$ cat config.mk
export PLATFORM = sky130hd
export DESIGN_NAME = booth_seq_mult
export DESIGN_NICKNAME = d
export VERILOG_FILES = /design/src/rtl/booth_pkg.sv /design/src/rtl/booth_pp_gen.sv /design/src/rtl/booth_seq_mult.sv
export SDC_FILE = /design/constraint.sdc
export NUM_CORES = 1
export LEC_CHECK = 0
export CORE_MARGIN = 1.5
export CORE_UTILIZATION = 50
export CTS_CLUSTER_DIAMETER = 200
export DETAILED_ROUTE_END_ITERATION = 6
export PLACE_DENSITY_LB_ADDON = 0.12
export SLEW_MARGIN = 0
export SYNTH_ARGS = -nofsm -noshare
export SYNTH_HDL_FRONTEND = slang
export SYNTH_SLANG_ARGS = --single-unit
$ cat constraint.sdc
create_clock -name clk -period 6.3 [get_ports clk]
set_input_delay 1.575 -clock clk [delete_from_list [all_inputs] [get_ports clk]]
set_output_delay 1.575 -clock clk [all_outputs]
set_load 0.05 [all_outputs]
$ cat src/rtl/booth_pkg.sv
// Shared types for the radix-4 Booth multiplier: FSM states, the decoded
// Booth selection and the window decoder.
package booth_pkg;

  typedef enum logic [1:0] {
    IDLE,
    RUN,
    DONE
  } state_t;

  typedef struct packed {
    logic single;
    logic double;
    logic neg;
  } booth_sel_t;

  // Window is {b[2i+1], b[2i], b[2i-1]}; 000 and 111 both select zero.
  function automatic booth_sel_t booth_decode(input logic [2:0] window);
    booth_sel_t sel;
    sel.single = window[1] ^ window[0];
    sel.double = (window == 3'b011) || (window == 3'b100);
    sel.neg    = window[2] & ~(window[1] & window[0]);
    return sel;
  endfunction

endpackage

$ cat src/rtl/booth_pp_gen.sv
// Combinational partial-product generator: turns one Booth window and the
// multiplicand into a signed WIDTH+2-bit partial product in [-2a, 2a].
module booth_pp_gen
  import booth_pkg::*;
#(
  parameter int WIDTH = 32
) (
  input  logic [2:0]       window,
  input  logic [WIDTH-1:0] mcand,
  output logic [WIDTH+1:0] pp
);

  booth_sel_t       sel;
  logic [WIDTH+1:0] mcand_ext;
  logic [WIDTH+1:0] magnitude;

  // Sign-extend before doubling so 2a keeps its sign bit even for -2^(WIDTH-1).
  always_comb begin
    sel       = booth_decode(window);
    mcand_ext = {{2{mcand[WIDTH-1]}}, mcand};
    magnitude = '0;
    if (sel.single) begin
      magnitude = mcand_ext;
    end else if (sel.double) begin
      magnitude = {mcand_ext[WIDTH:0], 1'b0};
    end
    pp = sel.neg ? -magnitude : magnitude;
  end

endmodule

$ cat src/rtl/booth_seq_mult.sv
// Iterative signed radix-4 Booth multiplier: one partial product per cycle,
// WIDTH/2 RUN cycles per product, valid/ready on operands and result.
module booth_seq_mult
  import booth_pkg::*;
#(
  parameter int WIDTH = 32
) (
  input  logic                 clk,
  input  logic                 rst_n,
  input  logic                 start_valid,
  output logic                 start_ready,
  input  logic [WIDTH-1:0]     a,
  input  logic [WIDTH-1:0]     b,
  output logic                 result_valid,
  input  logic                 result_ready,
  output logic [2*WIDTH-1:0]   product,
  output logic                 busy
);

  localparam int ACC_W = 2 * WIDTH + 2;
  localparam int STEPS = WIDTH / 2;
  localparam int CNT_W = (STEPS > 1) ? $clog2(STEPS) : 1;

  state_t           state;
  state_t           next_state;
  logic [CNT_W-1:0] cnt;
  logic [WIDTH:0]   mplier;
  logic [WIDTH-1:0] mcand;
  logic [ACC_W-1:0] acc;
  logic [ACC_W-1:0] acc_sum;
  logic [ACC_W-1:0] acc_next;
  logic [WIDTH+1:0] pp;
  logic [WIDTH+1:0] upper_sum;
  logic             last_step;

  booth_pp_gen #(
    .WIDTH(WIDTH)
  ) u_pp_gen (
    .window(mplier[2:0]),
    .mcand (mcand),
    .pp    (pp)
  );

  assign last_step = (cnt == CNT_W'(STEPS - 1));

  // The partial product lands on the upper WIDTH+2 bits; the two guard bits
  // keep the running sum exact before each arithmetic shift by two.
  always_comb begin
    upper_sum = acc[ACC_W-1:WIDTH] + pp;
    acc_sum   = {upper_sum, acc[WIDTH-1:0]};
    acc_next  = $signed(acc_sum) >>> 2;
  end

  always_ff @(posedge clk or negedge rst_n) begin
    if (!rst_n) begin
      state <= IDLE;
    end else begin
      state <= next_state;
    end
  end

  always_comb begin
    next_state = state;
    case (state)
      IDLE:    if (start_valid) next_state = RUN;
      RUN:     if (last_step) next_state = DONE;
      DONE:    if (result_ready) next_state = IDLE;
      default: next_state = IDLE;
    endcase
  end

  always_comb begin
    start_ready  = 1'b0;
    result_valid = 1'b0;
    busy         = 1'b0;
    case (state)
      IDLE: start_ready = 1'b1;
      RUN:  busy = 1'b1;
      DONE: begin
        result_valid = 1'b1;
        busy         = 1'b1;
      end
      default: start_ready = 1'b0;
    endcase
  end

  // Product is captured on the final RUN edge and held until the next one.
  always_ff @(posedge clk or negedge rst_n) begin
    if (!rst_n) begin
      mcand   <= '0;
      mplier  <= '0;
      acc     <= '0;
      cnt     <= '0;
      product <= '0;
    end else if (state == IDLE && start_valid) begin
      mcand  <= a;
      mplier <= {b, 1'b0};
      acc    <= '0;
      cnt    <= '0;
    end else if (state == RUN) begin
      acc    <= acc_next;
      mplier <= mplier >> 2;
      cnt    <= cnt + CNT_W'(1);
      if (last_step) begin
        product <= acc_next[2*WIDTH-1:0];
      end
    end
  end

endmodule
Yosys cells after proc, flatten, opt, wreduce, memory -nomap -nowiden. Cells that the tools add are included.

Bits of input ports: 68. Register bits after elaboration: 201. Output and inout port bits: 67. Logic and storage cells: 45.

Reductions and logical operators: 7. Add/sub/neg operators: 3. Bitwise logic cells: 5. Equal/unequal tests: 8. Multiplexer cells: 16.

Operator list (count): $mux W66 (2); $mux W34 (3); $mux W33 (2); $add A34 B34 Y34 (1); $neg A34 Y34 (1); $mux W4 (2); $mux W2 (3); $ne A2 B2 Y1 const B (3); $pmux W2 S3 (1); $reduce_and A3 Y1 (2); $add A4 B1 Y4 const B (1); $eq A4 B4 Y1 const B (1); $eq A3 B2 Y1 const B (1); $eq A3 B3 Y1 const B (1); $mux W1 (3); $and A1 B1 Y1 (2); $eq A2 B1 Y1 const B (1); $eq A2 B2 Y1 const B (1); $logic_not A2 Y1 (1); $not A1 Y1 (2); $reduce_bool A2 Y1 (1); $reduce_or A2 Y1 (1); $logic_and A1 B1 Y1 (1); $logic_or A1 B1 Y1 (1); $xor A1 B1 Y1 (1).

Depth between registers and ports, before layout. Gate-level depths: netlist (run 1).

Word-level depth: 9. Mapped depth: 26. Gate-level depth less buffers: 22.

Cells and area by module. A second synthesis (run 1) with hierarchy kept.

Cell total of the unflattened synthesis: 1258. Area, all modules: 11347.1 um^2.

Modules (own cells, without submodules): booth_seq_mult (area an instance 9680.5 um^2, seq. area each 4929.7 um^2, instances 1, cells each 979); booth_pp_gen (area an instance 1666.6 um^2, seq. area each 0.0 um^2, instances 1, cells each 279).

Worst setup path before layout (run 1). No wires, ideal clock.

Path kind: register -> register. Start point: reg mplier[0]. End point: reg acc[60]. Setup time: 0.072 ns. Path buffers: 5. Stages on the path, launching flop included: 25. Slack: 1.124 ns. Required time: 6.228 ns. Arrival time: 5.104 ns. Clock period less this slack: 5.176 ns. Cell sequence: dfrtp_1 -> inv_1 -> ha_1 -> clkbuf_1 -> buf_1 -> clkbuf_1 -> clkbuf_1 -> clkbuf_1 -> and2_1 -> inv_1 -> ha_1 -> o211a_1 -> o2111a_1 -> nand3_1 -> o21ai_0 -> xnor2_1 -> ha_1 -> o21a_1 -> a2111oi_0 -> o31a_1 -> o2111ai_1 -> a41oi_1 -> xnor2_1 -> mux2i_1 -> nor2_1.

Word-level cells in the longest chain between the ends: 9. Elaborated cells between the ends (all ways): 14. Classes of those cells: add/sub (2); eq/ne (2); mux (5); bitwise (4); reduce/logical (1).

Ends and longest elaborated chain: start, declared (line booth_seq_mult.sv:27) `logic [WIDTH:0] mplier;`; start signal, assigned (line booth_seq_mult.sv:97) `mplier <= {b, 1'b0};`; start signal, assigned (line booth_seq_mult.sv:102) `mplier <= mplier >> 2;`; $eq A3 B2 Y1 or $eq A3 B3 Y1 (tied branches) (line booth_pkg.sv:21) `sel.double = (window == 3'b011) || (window == 3'b100);`; $logic_or A1 B1 Y1 (line booth_pkg.sv:21); $mux W34 (line booth_pp_gen.sv:24) `end else if (sel.double) begin`; $mux W34 (line booth_pp_gen.sv:22) `if (sel.single) begin`; $neg A34 Y34 (line booth_pp_gen.sv:27) `pp = sel.neg ? -magnitude : magnitude;`; $mux W34 * (line booth_pp_gen.sv:27); $add A34 B34 Y34 * (line booth_seq_mult.sv:49) `upper_sum = acc[ACC_W-1:WIDTH] + pp;`; $mux W66 * (line booth_seq_mult.sv:100) `end else if (state == RUN) begin`; $mux W66 * (line booth_seq_mult.sv:95) `end else if (state == IDLE && start_valid) begin`; end signal, assigned (line booth_seq_mult.sv:101) `acc <= acc_next;`; end, declared (line booth_seq_mult.sv:29) `logic [ACC_W-1:0] acc;`.

Mark *: on every way between the ends. The rest lies on a longest branch, timed or not. The select of a mux whose other input is x is not followed. A chain may end at the register's enable or synchronous reset.

Worst setup path after layout (run 1).
Start point: reg mplier[1]. End point: reg acc[60].

The elaborated chain is that of the path after synthesis.

==> run metrics, run 1 <==
Port Buf Inserts=134; Sw Share=49.1%; Finished Layout Cells=1681; Fin Clk Skew=15.1 ps; DP HPWL=17600 um; Critical Path RT=6650 ps; final number of max-transition violations=0; fmax=186 MHz; Post-Synth Simple-Gate Area=20.7%; TritonCTS clock tree=yes; post-synthesis compound-gate area fraction=14.0%; Period Utilization, post-route=a little under nine tenths; initial cell density of the core=roughly half; Cells after Synth=~1300; DR top layer=met4; drc violations=0; data arrival time of the worst path=approximately 5700 ps; commonest non-fill, non-tap cell in the layout=nand2_1; critical path endpoint=acc[60]; max incr delay on CP=820 ps; Synth async-reset ratio=between 90% and 100%; clk buf depth=2; Syn Std Cell Area=11200 um^2; initial antenna violation count=0; worst path buffer plus inverter count=2; crit path launch type=flop; Seq/Total Area, Yosys=between 40% and 50%; drt pass-1 iters=5; CTS Hold Bufs=0; CP max stage cell=ha_2; P_sw=4.08 mW; WL final=25300 um; cts bufs inserted=17; setup repair bufs after CTS=0; Hold/Removal Path Class=reg -> reg; Total Power=8.30 mW; Slew headroom=34.6%; Least-Margin Pin Slew=981 ps; Pwr Density=627 nW/um^2; metal3 WL=roughly 790 um; status=finished clean; post-DR wirelength/cell=between 15 and 20 um; internal power=4.22 mW; Area Growth Syn to Fin=18.5%; Core Area=around 22000 um^2; total negative setup slack=0 ps; largest net degree at the start of global routing=106; Reg clk slew, reported paths=70 ps; die area=23300 um^2; Die Span Y=roughly 150 um; Setup crit start=mplier[1]; Crit Path Category=reg -> reg; post-CTS sizing=0; CP Depth=20; Metal-1 WL=13400 um; post-synthesis register bit count=197; main combinational cell family by area after synthesis=simple AND/OR/NAND/NOR gates; Total GRT Usage=22.3%; clock network power share=12.8%; xor/xnor share of the synthesized area=~5.5%; final setup fails=0; I/O pins=135; Post-Place Cell Area=12700 um^2; flop2flop setup slack=910 ps; first-pass GRT wire length=42800 um; Inserted Diodes=0; # nets final=1498; WL met2=10800 um; Crit Path Max Fanout=47; critical path cell sequence=inv_1 -> ha_2 -> clkinv_1 -> and3_1 -> a21oi_1 -> ha_1 -> o211a_1 -> o2111a_1 -> nand3_1 -> o21ai_0 -> xnor2_1 -> ha_1 -> o21a_1 -> a2111oi_0 -> o31a_1 -> o2111ai_1 -> a41oi_1 -> xnor2_1 -> mux2i_1 -> nor2_1; Starting DRT DRC Count=518; peak supply drop=0.244 mV; commonest non-fill, non-tap cells in the layout=nand2_1, dfrtp_1, clkdlybuf4s50_1; top_reg_cell synth=dfrtp_1; Placement Rows=54; Congestion Overflow GR=0; Distinct cells, synth=slightly above 60; final instance area=13300 um^2; H-Tree Depth=4; post-synthesis mux area share=under 10%; CP top delay family=compound AO/OA/AOI/OAI gates; post-synthesis net count=1412; Max Cap Violations=0; endpoint class of the critical path=flop; number of vias per cell=5.38; share of layout cells above drive strength 1=4.43%; worst skew pair latency=between 400 and 500 ps; Vias=between 9000 and 10000; FF-to-FF End=acc[60]; R2R depth=20; Hold Fails Final Rpt=0; vias in the first global route=8317; RSZ-0062 raised after global routing=no; syn avg cell area=8.58 um^2; FF-to-FF Start=mplier[1]; Root Buffer=clkbuf_16; ANT nets after route=0; Period minus WS final=5390 ps; Comb pwr share=a little under two thirds; placed insts=1650; chip width=153 um; Leak=6.18 nW; Yosys warnings=0; sequential power share=23.8%; clock tree sinks=197; Post-synth EDFFs=0; Synth Area in Adders=4.66%; gpl congestion=0.936
-- how the worst min path moves through the flow --
stage / slack [ps] / cells after the start / startpoint / to
floorplan: 440 / 2 / acc[2] / product[0]
global placement: 460 / 2 / product[15] / product[15]
detailed placement: 460 / 2 / acc[2] / product[0]
CTS: 480 / 2 / product[16] / product[16]
global route: 510 / 2 / product[2] / product[2]
finish: 470 / 2 / product[16] / product[16]
-- per-layer routing --
metal	global-route usage, %	vias up
li1	-	4622
met1	34.9	4188
met2	32.6	201
met3	3.21	29
met4	5.31	0
met5	0	-
-- registers in the layout, indices dropped and copies added (netlist names) --
register  flops
acc          62
product      64
state         2
cnt           4
mcand        32
mplier       33
-- tightest hold or removal path: cells and delay by family (launching register included) --
family           cells  cell delay (ps)
flip-flops           1              340
AND/OR/NAND/NOR      2              100
-- layout make-up --
class | instances | area (um^2)
fillers | 1957 | 8640
inverters | 15 | 56.3
well taps | 280 | 350
multi-input cells | 1012 | 5920
clock buffers | 18 | 439
clock inverters | 13 | 119
flip-flops and latches | 197 | 4930
repair buffers | 146 | 1440
-- synth_stat cells, types with 11 or more instances --
| cell type | count | share of area (%) |
|---|---|---|
| a21o_1 | 14 | 0.94 |
| a21oi_1 | 38 | 1.7 |
| clkbuf_1 | 69 | 2.3 |
| dfrtp_1 | 197 | 44 |
| ha_1 | 40 | 4.5 |
| inv_1 | 14 | 0.47 |
| mux2i_1 | 83 | 7.4 |
| nand2_1 | 374 | 13 |
| nand3_1 | 24 | 1.1 |
| nand4_1 | 11 | 0.62 |
| nor2_1 | 100 | 3.4 |
| o21ai_0 | 113 | 5.1 |
| xnor2_1 | 43 | 3.4 |
| xor2_1 | 27 | 2.1 |
-- power groups by stage --
stage                     Sequential [mW]  Clock (mW)  Combinational (mW)
after floorplan                      2.02           0                3.97
after global placement               1.99           0                5.17
after detailed placement             2.00           0                5.21
after CTS                            1.98        1.09                5.23
after global routing                 2.04        1.14                5.84
final                                1.98        1.06                5.26
-- logic make-up after synthesis --
logic type / after synthesis
and+or+nand+nor: 563
muxes: 87
adders and majority gates: 41
AOI/OAI and AO/OA: 251
DFF: 197
xor gates and xnor gates: 70
buffers and inverters: 94
-- metrics by stage --
step | hold slack (ps) | util (%) | setup WS (ps)
global route | 510 | 60.5 | 373
CTS | 480 | 60.5 | 943
detailed placement | 459 | 58.0 | 1040
floorplan | 438 | - | 1120
finish | 473 | 60.5 | 914
global placement | 458 | 58.0 | 1170
Power figures use the tool's default switching activity.
==> run 2, diff against run 1 <==
- CAP_MARGIN: default -> 20
- DONT_BUFFER_PORTS: default -> 1
==> run 2 against run 1 <==
Effect of this change: global-route usage about the same; register-to-register slack better by 30 ps; final cell count down 8.0%; fmax up 0.50%; clock-buffer cell count up 1; clock skew down 6.2 ps; critical path type unchanged; design area down 10%; die area unchanged; critical endpoint unchanged; via count down 4.7%.
==> run metrics, run 2 (synthesis gave the netlist of run 1 again) <==
status=finished clean; metal3 WL=1330 um (+67%); Starting DRT DRC Count=581 (+12%); Port Buf Inserts=0 (-100%); commonest non-fill, non-tap cells in the layout=nand2_1, dfrtp_1, o21ai_0; initial cell density of the core=51.1% (unchanged); final setup fails=0 (unchanged); Biggest register=product; Hold/Removal Path Class=reg -> reg; largest net degree at the start of global routing=198 (+87%); worst skew pair latency=430 ps (about the same); # nets final=1363 (-9.0%); Critical Path RT=6660 ps (about the same); Crit Path Max Fanout=19 (-60%); Die Span Y=153 um (unchanged); R2R depth=21 (+5.0%); flop2flop setup slack=940 ps (+30 ps); data arrival time of the worst path=5710 ps (-30 ps); # fillers=2100 (+7.3%); Placement Rows=54 (unchanged); final number of max-transition violations=0 (unchanged); Core Area=21900 um^2 (unchanged); post-DR wirelength/cell=16.5 um (+9.9%); Fin Clk Skew=8.85 ps (-6.23 ps); Finished Layout Cells=1547 (-8.0%); drt pass-1 iters=5 (unchanged); Crit Path Category=reg -> reg; Root Buffer=clkbuf_16; Least-Margin Pin Slew=922 ps (-59.5 ps); Vias=8615 (-4.7%); RSZ-0062 raised after global routing=no; Setup crit start=mplier[1]; Reg clk slew, reported paths=80 ps (about the same); placed insts=1515 (-8.2%); WL final=25600 um (+1.1%); DR top layer=met4; Area Growth Syn to Fin=6.70%; Metal-1 WL=12900 um (-3.8%); clock tree sinks=197 (unchanged); share of layout cells above drive strength 1=4.66% (+0.23 points); crit path launch type=flop; Period Utilization, post-route=85.1% (-0.42 points); H-Tree Depth=4 (unchanged); Total GRT Usage=22.3% (about the same); post-CTS sizing=0 (unchanged); Hold Fails Final Rpt=0 (unchanged); multi-input logic area=5920 um^2 (unchanged); Max Cap Violations=0 (unchanged); Inserted Diodes=0 (unchanged); CTS Hold Bufs=0 (unchanged); TritonCTS clock tree=yes; initial antenna violation count=0 (unchanged); max reg flops=64 (unchanged); critical path endpoint=acc[60]; cts bufs inserted=17 (unchanged); die area=23300 um^2 (unchanged); ANT nets after route=0 (unchanged); chip width=153 um (unchanged); Final Util=54.5% (-6.0 points); top flop regs=product (64), acc (62), mplier (33); FF-to-FF Start=mplier[1]; drc violations=0 (unchanged); commonest non-fill, non-tap cell in the layout=nand2_1; endpoint class of the critical path=flop; gpl congestion=0.888 (-5.2%); first-pass GRT wire length=42400 um (-0.95%); FF-to-FF End=acc[60]; vias in the first global route=8043 (-3.3%); setup repair bufs after CTS=0 (unchanged); total negative setup slack=0 ps (unchanged); WL met2=11100 um (+3.1%); clk buf depth=2 (unchanged); DP HPWL=17800 um (+1.0%); I/O pins=135 (unchanged); register area=4930 um^2 (unchanged); fmax=187 MHz (+0.50%); number of vias per cell=5.57 (+3.6%); Slew headroom=38.5% (+4.0 points); Congestion Overflow GR=0 (unchanged); Period minus WS final=5360 ps (-26.6 ps)
## run 2: routing by layer
layer / up-vias / track usage [%]
met5: - / 0
met4: 0 / 5.40
met3: 18 / 4.15
met2: 209 / 33.6
met1: 4043 / 33.3
li1: 4345 / -
## run 2: how the worst min path moves through the flow
stage               startpoint         end  cells after the start
floorplan               acc[2]  product[0]                      2
global placement        acc[3]  product[1]                      2
detailed placement      acc[2]  product[0]                      2
CTS                     acc[3]  product[1]                      2
global route            acc[3]  product[1]                      2
finish                  acc[2]  product[0]                      2
## run 2: worst max-delay path, stage by stage (launching register included)
cell and delay [ps]:
dfrtp_1 380, inv_1 60, ha_2 490, clkinv_1 100
buf_4 200, and3_1 150, a21oi_1 160, ha_1 230
o211a_1 180, o2111a_1 240, nand3_1 190, o21ai_0 260
xnor2_1 170, ha_1 330, o21a_1 210, a2111oi_0 800
o31a_1 300, o2111ai_1 150, a41oi_1 270, xnor2_1 180
mux2i_1 100, nor2_1 110
## run 2: final cells by class
class,count,share of cell area [%]
clock buffers,19,3.63
clock inverters,13,1.30
inverters,15,0.472
multi-input cells,1012,49.6
flip-flops and latches,197,41.3
well taps,280,2.94
repair buffers,11,0.692
## run 2: per-stage QoR
stage / instance area, um^2 / hold slack, ps / worst slack, ps
CTS: 11900 / 490 / 1040
detailed placement: 11300 / 465 / 1050
global placement: 11300 / 455 / 1240
floorplan: 11200 / 438 / 1120
global route: 11900 / 506 / 516
finish: 11900 / 488 / 941
Power of run 2 is not shown: default switching activity piles up to over one toggle a cycle in this logic, so the estimate is an artifact.
==> run 3, diff against run 2 <==
- ABC_AREA: default -> 0
==> results of run 3 <==
The final DEF is identical to that of run 2; final timing and power are the same.
Power of run 3 is left out for the same reason.
